### src/rtl/sqrt_job_sequencer.sv
// sqrt_job_sequencer: request FIFO + issue/wait/respond sequencer for the
// square-root core. Operands are queued with a tag, issued one at a time on
// sq_start/sq_in, and each result is returned in order on a valid/ready
// response channel.
// Optional feature: define SQRT_SEQ_TIMEOUT_EN to enable the WAIT watchdog
// (rsp_timeout is tied low otherwise).
module sqrt_job_sequencer #(
  parameter int unsigned DEPTH   = 4,
  parameter int unsigned TAG_W   = 4,
  parameter int unsigned TIMEOUT = 64
) (
  input  logic             clk,
  input  logic             rst_n,
  input  logic             req_valid,
  output logic             req_ready,
  input  logic [31:0]      req_data,
  input  logic [TAG_W-1:0] req_tag,
  output logic             sq_start,
  output logic [31:0]      sq_in,
  input  logic [31:0]      sq_out,
  input  logic             sq_error,
  input  logic             sq_done,
  output logic             rsp_valid,
  input  logic             rsp_ready,
  output logic [31:0]      rsp_data,
  output logic             rsp_error,
  output logic [TAG_W-1:0] rsp_tag,
  output logic             rsp_timeout
);

  localparam int unsigned PW = $clog2(DEPTH);
  localparam int unsigned CW = PW + 1;

  if (DEPTH < 2 || (DEPTH & (DEPTH - 1)) != 0 || TIMEOUT < 1) begin : g_param_check
    $error("sqrt_job_sequencer: DEPTH must be a power of two >= 2 and TIMEOUT >= 1");
  end

  typedef enum logic [1:0] {
    S_IDLE,
    S_ISSUE,
    S_WAIT,
    S_RESP
  } state_t;

  logic [31:0]      r_mem_data [DEPTH];
  logic [TAG_W-1:0] r_mem_tag  [DEPTH];
  logic [PW-1:0]    r_wr_ptr;
  logic [PW-1:0]    r_rd_ptr;
  logic [CW-1:0]    r_count;

  state_t           r_state;
  logic             r_sq_start;
  logic [31:0]      r_sq_in;
  logic [TAG_W-1:0] r_hold_tag;
  logic             r_rsp_valid;
  logic [31:0]      r_rsp_data;
  logic             r_rsp_error;
  logic [TAG_W-1:0] r_rsp_tag;

`ifdef SQRT_SEQ_TIMEOUT_EN
  localparam int unsigned TW = $clog2(TIMEOUT + 1);
  logic [TW-1:0]    r_timer;
  logic             r_rsp_timeout;
`endif

  logic w_full;
  logic w_push;
  logic w_pop;

  // No bypass: a pop in the same cycle does not open a slot while full.
  assign w_full = (r_count == CW'(DEPTH));
  assign w_push = req_valid & ~w_full;
  assign w_pop  = (r_state == S_IDLE) && (r_count != '0);

  // FIFO storage; contents are don't-care until written.
  always_ff @(posedge clk) begin
    if (w_push) begin
      r_mem_data[r_wr_ptr] <= req_data;
      r_mem_tag[r_wr_ptr]  <= req_tag;
    end
  end

  // FIFO pointers and occupancy; pointers wrap naturally at DEPTH.
  always_ff @(posedge clk or negedge rst_n) begin
    if (!rst_n) begin
      r_wr_ptr <= '0;
      r_rd_ptr <= '0;
      r_count  <= '0;
    end else begin
      if (w_push) r_wr_ptr <= r_wr_ptr + PW'(1);
      if (w_pop)  r_rd_ptr <= r_rd_ptr + PW'(1);
      case ({w_push, w_pop})
        2'b10:   r_count <= r_count + CW'(1);
        2'b01:   r_count <= r_count - CW'(1);
        default: ;
      endcase
    end
  end

  // Job sequencer: pop, pulse start, wait for done, hold response until taken.
  always_ff @(posedge clk or negedge rst_n) begin
    if (!rst_n) begin
      r_state     <= S_IDLE;
      r_sq_start  <= 1'b0;
      r_sq_in     <= '0;
      r_hold_tag  <= '0;
      r_rsp_valid <= 1'b0;
      r_rsp_data  <= '0;
      r_rsp_error <= 1'b0;
      r_rsp_tag   <= '0;
`ifdef SQRT_SEQ_TIMEOUT_EN
      r_timer       <= '0;
      r_rsp_timeout <= 1'b0;
`endif
    end else begin
      case (r_state)
        S_IDLE: begin
          if (w_pop) begin
            r_sq_in    <= r_mem_data[r_rd_ptr];
            r_hold_tag <= r_mem_tag[r_rd_ptr];
            r_sq_start <= 1'b1;
            r_state    <= S_ISSUE;
          end
        end
        S_ISSUE: begin
          r_sq_start <= 1'b0;
          r_state    <= S_WAIT;
`ifdef SQRT_SEQ_TIMEOUT_EN
          r_timer    <= '0;
`endif
        end
        S_WAIT: begin
          if (sq_done) begin
            r_rsp_data  <= sq_error ? '0 : sq_out;
            r_rsp_error <= sq_error;
            r_rsp_tag   <= r_hold_tag;
            r_rsp_valid <= 1'b1;
            r_state     <= S_RESP;
`ifdef SQRT_SEQ_TIMEOUT_EN
            r_rsp_timeout <= 1'b0;
          end else if (r_timer == TW'(TIMEOUT - 1)) begin
            r_rsp_data    <= '0;
            r_rsp_error   <= 1'b1;
            r_rsp_timeout <= 1'b1;
            r_rsp_tag     <= r_hold_tag;
            r_rsp_valid   <= 1'b1;
            r_state       <= S_RESP;
          end else begin
            r_timer <= r_timer + TW'(1);
`endif
          end
        end
        S_RESP: begin
          if (rsp_ready) begin
            r_rsp_valid <= 1'b0;
            r_state     <= S_IDLE;
          end
        end
        default: r_state <= S_IDLE;
      endcase
    end
  end

  assign req_ready = ~w_full;
  assign sq_start  = r_sq_start;
  assign sq_in     = r_sq_in;
  assign rsp_valid = r_rsp_valid;
  assign rsp_data  = r_rsp_data;
  assign rsp_error = r_rsp_error;
  assign rsp_tag   = r_rsp_tag;
`ifdef SQRT_SEQ_TIMEOUT_EN
  assign rsp_timeout = r_rsp_timeout;
`else
  assign rsp_timeout = 1'b0;
`endif

endmodule

### config.mk
export PLATFORM = sky130hd
export DESIGN_NAME = sqrt_job_sequencer
export DESIGN_NICKNAME = d
export VERILOG_FILES = /design/src/rtl/sqrt_job_sequencer.sv
export SDC_FILE = /design/constraint.sdc
export NUM_CORES = 1
export LEC_CHECK = 0
export CAP_MARGIN = 40
export CORE_AREA = 4 4 192 194
export CTS_BUF_LIST = sky130_fd_sc_hd__clkbuf_4
export DETAILED_ROUTE_END_ITERATION = 8
export DIE_AREA = 0 0 196 198
export PLACE_DENSITY_LB_ADDON = 0.25
export SLEW_MARGIN = 20
export SYNTH_ARGS = -nofsm -noshare
export SYNTH_HDL_FRONTEND = slang
export SYNTH_SLANG_ARGS = --single-unit
### constraint.sdc
create_clock -name clk -period 2.6 [get_ports clk]
set_input_delay 0.26 -clock clk [delete_from_list [all_inputs] [get_ports clk]]
set_output_delay 0.26 -clock clk [all_outputs]
set_load 0.005 [all_outputs]
==> out/results.tsv <==
metric	value	unit
syn_to_final_growth	34.6	%
place_hpwl	12200	um
drt_iter0_drc	184	
nets	845	
hold_viol	0	
rr_worst_depth	9	
clock-root-buffer	clkbuf_4	
cts.sinks	228	
clock_latency	670	ps
min_period	2300	ps
drive_gt1_share	23.5	%
top_usage_layer	met2	
syn-cell-area	0.00873	mm2
syn_inst	553	
synthMuxAreaShare	10.5	%
worst-endpoint-arrival	2040	ps
min-delay-path-class	input pin to asynchronous set/reset pin	
fp.coreArea	0.0352	mm2
use_met3	4.49	%
dr.pass1.iters	4	
die_area	0.0388	mm2
p_total	13.1	mW
synth_warnings	0	
wl_per_cell	16.2	um
cp-start-kind	flip-flop	
yosys.area_share.simple	9.31	%
route.vias.total	5168	
seq_area_frac_synth	73.6	%
initial_core_util	24.8	%
cts-buffers-inserted	70	
gp_congestion	0.709	
placementRows	69	
die_y	198	um
worst_pin_slew	524	ps
drv_slew	0	
htree_levels	3	
final_antenna_net_count	0	
cp_max_fo	6	
tritoncts	built	
ys_ff_latch	228	
via_per_inst	4.06	
grt_first_pass_wirelength	32100	um
r2r-end	r_count[2]	
grt_use_total	10.8	%
path_clk_slew	60	ps
cap_violations	0	
skew	36.9	ps
portBuffers	145	
antenna_found_initial	2	
drc	0	
synth_xor_xnor_area_share	0.602	%
synthAdderAreaFrac	1.66	%
synth.avg_cell_area	15.8	um2
reg2reg_slack	360	ps
p_leak	4.55	nW
path_class	flip-flop to output pin	
required	2340	ps
use_met1	14.3	%
ir_drop	529	uV
wl	20600	um
rsz0062_at_grt	no	
met2_usage	15.9	%
synth.net_count	638	
relSlewSlack	65.0	%
fin_hold_ws	158	ps
setup-tns-final	0	ps
status	complete, no violations	
die_w	196	um
grt-ovfl-total	0	
fin_util	33.4	%
end_kind	output pin	
design.portCount	147	
reg2reg_from	r_count[2]	
grt_max_degree	40	
synth-compound-area-share	2.25	%
power_per_cell_area	1110	mW/mm2
grt_pass1_vias	5646	
synth_cell_types	29	
fin_crit_sh	88.5	%
fmax	435	MHz
setup_viol	0	
synth_top_family_by_area	multiplexers	
cts_max_path_buffers	3	
## metal layers
metal | part of all wire (%) | vias to the layer above
met3 | 8.5 | 43
met2 | 43 | 195
li1 | - | 2442
met1 | 47 | 2488
met5 | 0 | -
met4 | 2.1 | 0
## stage by stage
stage               setup slack [ps]  cell area [um2]  std cells
floorplan                        417             8730        553
global placement                 403            10800       1147
detailed placement               372            10800       1147
CTS                              177            11800       1271
global route                     157            11800       1273
finish                           300            11800       1273
## cell usage in the layout (no fill, tap or decap), types with 2 or more instances in the layout
cell type / count
mux2i_1: 2
ha_1: 10
nor2_1: 3
xnor2_1: 4
clkdlybuf4s50_1: 144
clkbuf_4: 112
buf_12: 7
buf_4: 10
mux2_2: 6
edfxtp_1: 144
nand2_1: 143
mux4_2: 36
dfrtp_1: 82
inv_1: 10
and3_2: 4
clkinv_1: 3
nand2b_1: 33
clkinvlp_4: 4
clkinv_2: 2
inv_2: 2
xor2_1: 2
o21ai_0: 33
diode_2: 2
## flip-flops by register name, indices dropped and copies added (netlist names)
register	count
r_count	3
r_hold_tag	4
r_mem_data	128
r_mem_tag	16
r_rd_ptr	2
r_state	2
r_wr_ptr	2
rsp_data	32
rsp_error	1
rsp_tag	4
rsp_valid	1
sq_in	32
sq_start	1
## how the worst max path moves through the flow
stage | from | endpoint | slack [ps]
after floorplan | r_state[0] | r_count[2] | 420
after global placement | r_count[2] | r_count[2] | 400
after detailed placement | r_count[2] | r_count[2] | 370
after CTS | r_count[2] | req_ready | 180
after global routing | r_count[2] | req_ready | 160
final | r_count[2] | req_ready | 300
## power breakdown
| group | leakage [nW] | switching, mW | internal (mW) |
|---|---|---|---|
| Sequential | 2.37 | 0.598 | 4.99 |
| Clock | 0.533 | 1.50 | 1.94 |
| Combinational | 1.64 | 1.88 | 2.19 |
## critical path: stages, from the launching register on
cell and delay (ps):
dfrtp_1 450, or3b_4 440, clkdlybuf4s50_1 480
## final cells by class
type | count | area (um2)
fillers | 3513 | 23500
flip-flops and latches | 228 | 6430
multi-input cells | 287 | 2140
repair buffers | 162 | 1670
clock buffers | 112 | 841
well taps | 461 | 577
clock inverters | 10 | 55.1
inverters | 11 | 41.3
diodes | 2 | 5.00
## timing repair
| action | in CTS | in global routing |
|---|---|---|
| gates resized for setup | 0 | 0 |
| setup buffers | 0 | 0 |
| endpoints found under the hold margin | 84 | 0 |
| hold buffers | 2 | 0 |
## cell usage after synthesis
master	instances	area (um2)
edfxtp_1	144	4320
nand2_1	144	541
dfrtp_1	84	2100
mux4_2	36	811
nand2b_1	33	206
o21ai_0	33	165
buf_2	11	55.1
inv_1	11	41.3
ha_1	10	125
clkbuf_1	8	30.0
mux2_2	6	67.6
and3_2	4	30.0
buf_1	4	15.0
xnor2_1	4	35.0
buf_6	3	33.8
nor2_1	3	11.3
mux2i_1	2	20.0
xor2_1	2	17.5
a21oi_1	1	5.00
a222oi_1	1	10.0
a22o_1	1	8.76
and2_4	1	8.76
buf_4	1	7.51
conb_1	1	3.75
fa_1	1	20.0
mux2_4	1	15.0
nor3_1	1	5.00
o31ai_1	1	7.51
or3b_4	1	11.3
## kinds of logic (layout without fill, tap and decap cells)
logic type                 after synthesis  after routing
DFF                                    228            228
xor gates and xnor gates                 6              6
adders and majority gates               11             11
and+or+nand+nor                        187            187
AOI/OAI and AO/OA                       37             37
muxes                                   45             45
other                                    1              3
buffers and inverters                   38            295
(Power assumes the default switching activity.)
